<file path="config.mk">
export PLATFORM = sky130hd
export DESIGN_NAME = setup_sequencer_flat
export DESIGN_NICKNAME = d
export VERILOG_FILES = /design/src/rtl/setup_sequencer_if.sv /design/src/rtl/setup_sequencer.sv /design/src/flat_wrapper.sv
export SDC_FILE = /design/constraint.sdc
export NUM_CORES = 1
export LEC_CHECK = 0
export ABC_CLOCK_PERIOD_IN_PS = 2400
export CORE_MARGIN = 2
export CORE_UTILIZATION = 30
export DETAILED_ROUTE_END_ITERATION = 10
export PLACE_DENSITY_LB_ADDON = 0.25
export SKIP_LAST_GASP = 1
export SYNTH_ARGS = -nofsm -noshare
export SYNTH_HDL_FRONTEND = slang
export SYNTH_SLANG_ARGS = --single-unit
</file>
<file path="constraint.sdc">
create_clock -name clk -period 2.4 [get_ports clk]
set_input_delay 0.36 -clock clk [delete_from_list [all_inputs] [get_ports clk]]
set_output_delay 0.36 -clock clk [all_outputs]
set_load 0.05 [all_outputs]
</file>
<file path="src/rtl/setup_sequencer_if.sv">
// Shared vertex/setup record types and the sequencer's bus bundle
// (upstream triangle handshake, setup-unit link, rasterizer handshake).
package setup_pkg;
  typedef struct packed {
    logic signed [15:0] x;
    logic signed [15:0] y;
  } vertex_t;

  typedef struct packed {
    logic               valid;  // non-degenerate
    logic               ccw;    // counter-clockwise winding
    logic signed [31:0] area;   // twice the signed area
  } triangle_setup_t;
endpackage

interface setup_sequencer_if;
  import setup_pkg::*;
  logic            in_valid, in_ready;
  vertex_t         in_v0, in_v1, in_v2;
  logic [1:0]      cull_mode;
  vertex_t         setup_v0, setup_v1, setup_v2;
  logic            setup_start, setup_busy, setup_done;
  triangle_setup_t setup_result;
  logic            out_valid, out_ready;
  triangle_setup_t out_setup;

  modport slave (
    input  in_valid, in_v0, in_v1, in_v2, cull_mode,
           setup_busy, setup_done, setup_result, out_ready,
    output in_ready, setup_v0, setup_v1, setup_v2, setup_start,
           out_valid, out_setup
  );
  modport master (
    output in_valid, in_v0, in_v1, in_v2, cull_mode,
           setup_busy, setup_done, setup_result, out_ready,
    input  in_ready, setup_v0, setup_v1, setup_v2, setup_start,
           out_valid, out_setup
  );
endinterface

</file>
<file path="src/rtl/setup_sequencer.sv">
// Triangle setup front-end: accept, launch setup, wait with watchdog,
// cull by validity/facing, forward surviving records, keep statistics.
module setup_sequencer
  import setup_pkg::*;
#(
  parameter int unsigned TIMEOUT_CYCLES = 256,
  parameter int          CNT_W          = 32
) (
  input  logic             clk,
  input  logic             rst_n,
  setup_sequencer_if.slave bus,
  input  logic             flush,
  input  logic             clr_stats,
  output logic [CNT_W-1:0] tri_count,
  output logic [CNT_W-1:0] cull_count,
  output logic             timeout_err
);
  localparam logic [1:0] IDLE = 2'd0, LAUNCH = 2'd1, WAIT = 2'd2, OUTPUT = 2'd3;

  logic [1:0]  state, state_nxt;
  logic [1:0]  cmode;
  logic [31:0] wdog;
  logic        rdy_q;
  logic        accept, drop_c, wd_fire, done_w;

  // Ready is a registered decode of the next state, so it is low in reset
  // and never depends on in_valid.
  assign bus.in_ready    = rdy_q;
  assign bus.setup_start = (state == LAUNCH) && !bus.setup_busy && !flush;
  assign bus.out_valid   = (state == OUTPUT) && !flush;

  // flush wins over a same-cycle accept; the triangle is not taken
  assign accept  = rdy_q && bus.in_valid && !flush;
  assign done_w  = (state == WAIT) && bus.setup_done && !flush;
  assign drop_c  = !bus.setup_result.valid
                 || (cmode == 2'd1 && !bus.setup_result.ccw)
                 || (cmode == 2'd2 &&  bus.setup_result.ccw);
  assign wd_fire = (TIMEOUT_CYCLES != 0) && (wdog == TIMEOUT_CYCLES - 1);

  always_comb begin
    state_nxt = state;
    if (flush) state_nxt = IDLE;
    else begin
      case (state)
        IDLE:    if (accept) state_nxt = LAUNCH;
        LAUNCH:  if (!bus.setup_busy) state_nxt = WAIT;
        WAIT:    if (bus.setup_done) state_nxt = drop_c ? IDLE : OUTPUT;
                 else if (wd_fire) state_nxt = IDLE;
        OUTPUT:  if (bus.out_ready) state_nxt = IDLE;
        default: state_nxt = IDLE;
      endcase
    end
  end

  always_ff @(posedge clk or negedge rst_n) begin
    if (!rst_n) begin
      state        <= IDLE;
      rdy_q        <= 1'b0;
      cmode        <= 2'd0;
      wdog         <= '0;
      bus.setup_v0 <= '0;
      bus.setup_v1 <= '0;
      bus.setup_v2 <= '0;
      bus.out_setup <= '0;
      tri_count    <= '0;
      cull_count   <= '0;
      timeout_err  <= 1'b0;
    end else begin
      state <= state_nxt;
      rdy_q <= (state_nxt == IDLE);
      if (accept) begin
        bus.setup_v0 <= bus.in_v0;
        bus.setup_v1 <= bus.in_v1;
        bus.setup_v2 <= bus.in_v2;
        cmode        <= bus.cull_mode;
      end
      // watchdog restarts on every entry into WAIT
      if (state == LAUNCH)    wdog <= '0;
      else if (state == WAIT) wdog <= wdog + 32'd1;
      if (done_w && !drop_c) bus.out_setup <= bus.setup_result;
      if (clr_stats) begin
        tri_count   <= '0;
        cull_count  <= '0;
        timeout_err <= 1'b0;
      end else begin
        if (accept)          tri_count  <= tri_count + 1'b1;
        if (done_w && drop_c) cull_count <= cull_count + 1'b1;
        if ((state == WAIT) && !bus.setup_done && wd_fire && !flush) timeout_err <= 1'b1;
      end
    end
  end
endmodule

</file>
<file path="src/flat_wrapper.sv">
// flat-port wrapper written by rule: the top's interface ports become plain ports
module setup_sequencer_flat import setup_pkg::*;
#(
  parameter int unsigned TIMEOUT_CYCLES = 256,
  parameter int          CNT_W          = 32
)
  (clk, rst_n, flush, clr_stats, tri_count, cull_count, timeout_err, bus_in_valid, bus_in_v0, bus_in_v1, bus_in_v2, bus_cull_mode, bus_setup_busy, bus_setup_done, bus_setup_result, bus_out_ready, bus_in_ready, bus_setup_v0, bus_setup_v1, bus_setup_v2, bus_setup_start, bus_out_valid, bus_out_setup);
  setup_sequencer_if bus_i ();
  input  logic clk;
  input  logic rst_n;
  input  logic flush;
  input  logic clr_stats;
  output logic [CNT_W-1:0] tri_count;
  output logic [CNT_W-1:0] cull_count;
  output logic timeout_err;
  input wire logic [$bits(bus_i.in_valid)-1:0] bus_in_valid;
  input wire logic [$bits(bus_i.in_v0)-1:0] bus_in_v0;
  input wire logic [$bits(bus_i.in_v1)-1:0] bus_in_v1;
  input wire logic [$bits(bus_i.in_v2)-1:0] bus_in_v2;
  input wire logic [$bits(bus_i.cull_mode)-1:0] bus_cull_mode;
  input wire logic [$bits(bus_i.setup_busy)-1:0] bus_setup_busy;
  input wire logic [$bits(bus_i.setup_done)-1:0] bus_setup_done;
  input wire logic [$bits(bus_i.setup_result)-1:0] bus_setup_result;
  input wire logic [$bits(bus_i.out_ready)-1:0] bus_out_ready;
  output wire logic [$bits(bus_i.in_ready)-1:0] bus_in_ready;
  output wire logic [$bits(bus_i.setup_v0)-1:0] bus_setup_v0;
  output wire logic [$bits(bus_i.setup_v1)-1:0] bus_setup_v1;
  output wire logic [$bits(bus_i.setup_v2)-1:0] bus_setup_v2;
  output wire logic [$bits(bus_i.setup_start)-1:0] bus_setup_start;
  output wire logic [$bits(bus_i.out_valid)-1:0] bus_out_valid;
  output wire logic [$bits(bus_i.out_setup)-1:0] bus_out_setup;
  assign bus_i.in_valid = bus_in_valid;
  assign bus_i.in_v0 = bus_in_v0;
  assign bus_i.in_v1 = bus_in_v1;
  assign bus_i.in_v2 = bus_in_v2;
  assign bus_i.cull_mode = bus_cull_mode;
  assign bus_i.setup_busy = bus_setup_busy;
  assign bus_i.setup_done = bus_setup_done;
  assign bus_i.setup_result = bus_setup_result;
  assign bus_i.out_ready = bus_out_ready;
  assign bus_in_ready = bus_i.in_ready;
  assign bus_setup_v0 = bus_i.setup_v0;
  assign bus_setup_v1 = bus_i.setup_v1;
  assign bus_setup_v2 = bus_i.setup_v2;
  assign bus_setup_start = bus_i.setup_start;
  assign bus_out_valid = bus_i.out_valid;
  assign bus_out_setup = bus_i.out_setup;
  setup_sequencer #(.TIMEOUT_CYCLES(TIMEOUT_CYCLES), .CNT_W(CNT_W)) u_core (.clk(clk), .rst_n(rst_n), .bus(bus_i), .flush(flush), .clr_stats(clr_stats), .tri_count(tri_count), .cull_count(cull_count), .timeout_err(timeout_err));
endmodule
</file>
Word-level counts from Yosys, hierarchy flattened. Cells that the tools add are included.

Bits in registers: 232. Latch bits: 0. Memory bits (writable): 0. ROM bits: 0. Bits of input ports: 140. Logic and storage cells: 69. Memories: 0.

$add $sub $neg: 3. Multiply operators: 0. Divide/modulo/power cells: 0. Order comparisons: 0. Eq/ne operators: 6. Shifts and indexed selects: 0. Muxes and demuxes: 16. Bitwise operators: 0. Reduce and logical (&&, ||, !) cells: 28.

Operator list (number): 2-to-1 mux 32 bit (6); adder 32 x 1 -> 32 bit, second input constant (3); == test 32 x 8 -> 1 bit, second input constant (1); logical AND 1 bit (14); 2-to-1 mux 2 bit (7); one-hot mux 2 bit (4 select lines) (1); nonzero test 2 bit (4); == test 2 bit, second input constant (3); zero test 1 bit (6); == test 2 x 1 -> 1 bit, second input constant (2); zero test 2 bit (2); logical OR 1 bit (2); 2-to-1 mux 1 bit (2).

Longest topological paths before layout.
Word-level depth: 9. Mapped depth: 9. Mapped depth without buffers: 7.

Worst setup path after synthesis. No wires, ideal clock.

Path kind: register to register. Start point: reg u_core.cull_count[6]. End point: reg u_core.cull_count[31]. Data arrival time: 2.541 ns. Data required time: 2.322 ns. Slack: -0.219 ns. Cell stages (with the launch flop): 7. Cells stage by stage: dfrtp_1 nand4_1 or3_1 or4_1 buf_2 or4_1 a21oi_1.

Cells in the longest elaborated chain, start to end: 3.

RTL lines: start: declaration (line setup_sequencer.sv:15) `output logic [CNT_W-1:0] cull_count,`; start signal: assignment (line setup_sequencer.sv:87) `if (done_w && drop_c) cull_count <= cull_count + 1'b1;`; adder 32 x 1 -> 32 bit (line setup_sequencer.sv:87); 2-to-1 mux 32 bit (line setup_sequencer.sv:87); 2-to-1 mux 32 bit (line setup_sequencer.sv:81) `if (clr_stats) begin`.

No other way between the ends. The select of a mux whose other input is x is not followed. A chain may end at the register's enable or synchronous reset.

Worst setup path after layout.
Start point: reg u_core.cull_count[9]. End point: reg u_core.cull_count[27].

Same word-level chain as after synthesis.

==> summary.md <==
| Metric | Value |
|---|---|
| First-pass GRT wire length | ~48 mm |
| Worst-skew pair later-pin latency | 0.54 ns |
| Initial antenna violation count | 2 |
| Clock slew at the register clock pins of the worst setup and hold paths | approximately 0.06 ns |
| Hold slack | 0.339 ns |
| Commonest non-fill, non-tap cell in the layout | nand2_1 |
| Worst setup margin | 0.0794 ns |
| Slowest library cell on the worst path | or4_1 |
| GR Layer Usage met1 | 21.9% |
| Clock skew | 0.0133 ns |
| Grt total ovfl | 0 |
| Crit-path max FO | 11 |
| CP Launch Type | flip-flop |
| Setup TNS | 0 ns |
| Post-synth EDFFs | 0 |
| Placed Instances | ~1.8k |
| Static Leak | ~6.8 nW |
| RSZ-0062 raised after global routing | yes |
| Routed Antenna Nets | 0 |
| # DRC | 0 |
| Fmax | ~0.43 GHz |
| Synth warn | 0 |
| Post-DP HPWL | ~21 mm |
| Deepest clock path buffer count | 3 |
| CP arrival | between 2 and 3 ns |
| Fillers | 3,194 |
| Largest net degree at the start of global routing | 68 |
| Sequential share of the synthesized area | 57.8% |
| Post-synth top area cell | dfrtp_1 |
| Height of the die | roughly 190 um |
| Layer with the highest usage | met2 |
| Mapped Cells | approximately 1.1k |
| Die area | 35,000 um2 |
| Final #Nets | 1,569 |
| Drt pass-1 iters | 4 |
| Asr flop ratio synth | between 90% and 100% |
| CP top delay family | simple AND/OR/NAND/NOR gates |
| GR Util met3 | 4.24% |
| Via Count | 8,741 |
| Period utilisation layout | 96.7% |
| Vias/cell | 4.62 |
| Gp weighted congestion | 0.811 |
| Syn avg cell area | 9.56 um2 |
| Synthesized Nets | approximately 1.2k |
| Power Density | 1000 nW/um2 |
| GR Layer Usage met2 | 27.1% |
| Tmin final | approximately 2.3 ns |
| # H-tree levels | 1 |
| Required time worst endpoint | 2.85 ns |
| Area grow syn2layout | 52.0% |
| CP Buf/Inv Count | 2 |
| Synth top area share | 57.8% |
| CTS tree | done |
| GRT Resource Usage Total | 16.8% |
| Max-slew headroom | 60.3% |
| Peak VDD IR | 0.000674 V |
| Setup Buffers After CTS | 0 |
| Commonest non-fill, non-tap cells in the layout | nand2_1, clkdlybuf4s50_1, dfrtp_1 |
| Chip width | 187 um |
| CP max stage delay | about 0.54 ns |
| Netlist Area Pre-Place | roughly 10,000 um2 |
| Routed WL | 30.1 mm |
| Layout cells sized above 1 | 10.3% |
| Port bufs | approximately 340 |
| Final setup viols | 0 |
| Main flop type after synthesis | dfrtp_1 |
| Outcome | completed |
| Non-Filler Instances | 1,892 |
| Clock Root Buffer | clkbuf_16 |
| Crit path capture type | flip-flop |
| Sequence of cells on the critical path | nand4_1, or3_4, or4_1, buf_6, buf_4, or3_1, a21oi_1 |
| Core ar. | 33,300 um2 |
| Clk sinks | around 230 |
| Max Cap Violations | 0 |
| DR WL/cell | 15.9 um |
| HP Class | in -> async |
| DP Worst Slack | -0.257 ns |
| Vias in the first global route | 8,621 |
| Slew @ Worst Pin | 0.593 ns |
| Yosys reg bits | ~230 |
| Rows | 67 |
| # IOs | 338 |
| Total CTS buffers | 29 |
| Fin. max-slew vios | 0 |
| Crit path kind | reg -> reg |
| Drt initial violations | around 430 |
| Final hold violations | 0 |
| Most area-consuming cells after synthesis | dfrtp_1, nand2_1, mux2_2 |
| Initial Utilization | between 30% and 40% |
| Yosys cell types | 41 |
==> power breakdown <==
| part | internal [W] | leakage [nW] | switching [W] |
|---|---|---|---|
| Sequential | 0.00471 | 3.03 | 0.000474 |
| Clock | 0.00250 | 0.459 | 0.00166 |
| Combinational | 0.00203 | 3.29 | 0.00394 |
| Total | 0.00924 | 6.78 | 0.00608 |
==> sequential cells by signal (all words and copies together) (netlist names) <==
register and flops:
u_core.timeout_err 1, u_core.cmode 2, u_core.wdog 32, u_core.cull_count 32
u_core.bus.setup_v1 32, u_core.bus.setup_v0 32, u_core.tri_count 32, u_core.state 2
u_core.bus.in_ready 1, u_core.bus.out_setup 34, u_core.bus.setup_v2 32
==> layer usage <==
metal  vias up  routed length, um
li1       4247                  -
met1      4180              13200
met2       254              13800
met3        60               1980
met4         0               1080
met5         -                  0
==> repair_timing <==
| item | 4_1_cts | 5_1_grt |
|---|---|---|
| hold endpoints to repair | 47 | 0 |
| setup endpoints to repair | 1 | 6 |
| hold buffers | 1 | 0 |
| gates resized for setup | 1 | 7 |
| pin swaps | 0 | 1 |
==> layout make-up <==
class                      instances  area (um2)  share of cell area [%]
antenna                            1        2.50                  0.0164
clock buffer                      42         835                    5.46
clock inverter                    10        78.8                   0.516
inverter                          18        67.6                   0.442
multi-input combinational        755        4040                    26.4
sequential                       232        5820                    38.1
tap                              448         561                    3.67
timing repair buffer             386        3880                    25.4
==> cell usage after synthesis (2+ instances only) <==
master and number:
o21ai_0 27, nor4_1 15, nand2b_1 5, and2_1 5
inv_1 18, nor2b_1 4, xnor2_1 23, and3_1 10
buf_1 3, or3_1 26, clkbuf_1 42, mux2_2 33
o31ai_1 8, nand4_1 36, ha_1 7, nor3_1 17
dfrtp_1 232, or4_1 9, nand2_1 340, a21oi_1 36
nand3_1 24, and3b_1 2, nor2_1 69, xor2_1 37
and4_1 4, nand3b_1 3, nor3b_1 2
==> stage by stage <==
stage | instance area, um2 | utilization [%] | total power, W
3_3_place_gp | 14300 | 43.0 | 0.0112
2_1_floorplan | 10100 | - | 0.00884
6_report | 15300 | 45.9 | 0.0153
3_5_place_dp | 14300 | 43.0 | 0.0112
5_1_grt | 15300 | 45.9 | 0.0160
4_1_cts | 15200 | 45.8 | 0.0155
==> cell families after synthesis <==
kind of cell,count (synthesis),share of synthesized area (%)
multiplexers,34,3.80
buffers and inverters,64,2.40
AO/OA/AOI/OAI,81,4.56
XOR/XNOR,60,5.23
AND/OR/NAND/NOR,573,25.4
flip-flops,232,57.8
adder cells (fa/ha/maj),7,0.872
==> final timing paths <==
check,startpoint,end,slack [ns],cells after the start
max,u_core.cull_count[9],u_core.cull_count[27],0.08,7
min,rst_n,u_core.bus.setup_v0[12],0.34,2
max reg2reg,u_core.cull_count[9],u_core.cull_count[27],0.08,7
min reg2reg,u_core.bus.setup_v0[25],u_core.bus.setup_v0[25],0.47,2
max in group asynchronous,rst_n,u_core.bus.setup_v2[1],1.40,3
min in group clk,clr_stats,u_core.cull_count[10],0.35,3
(Power assumes the default switching activity.)
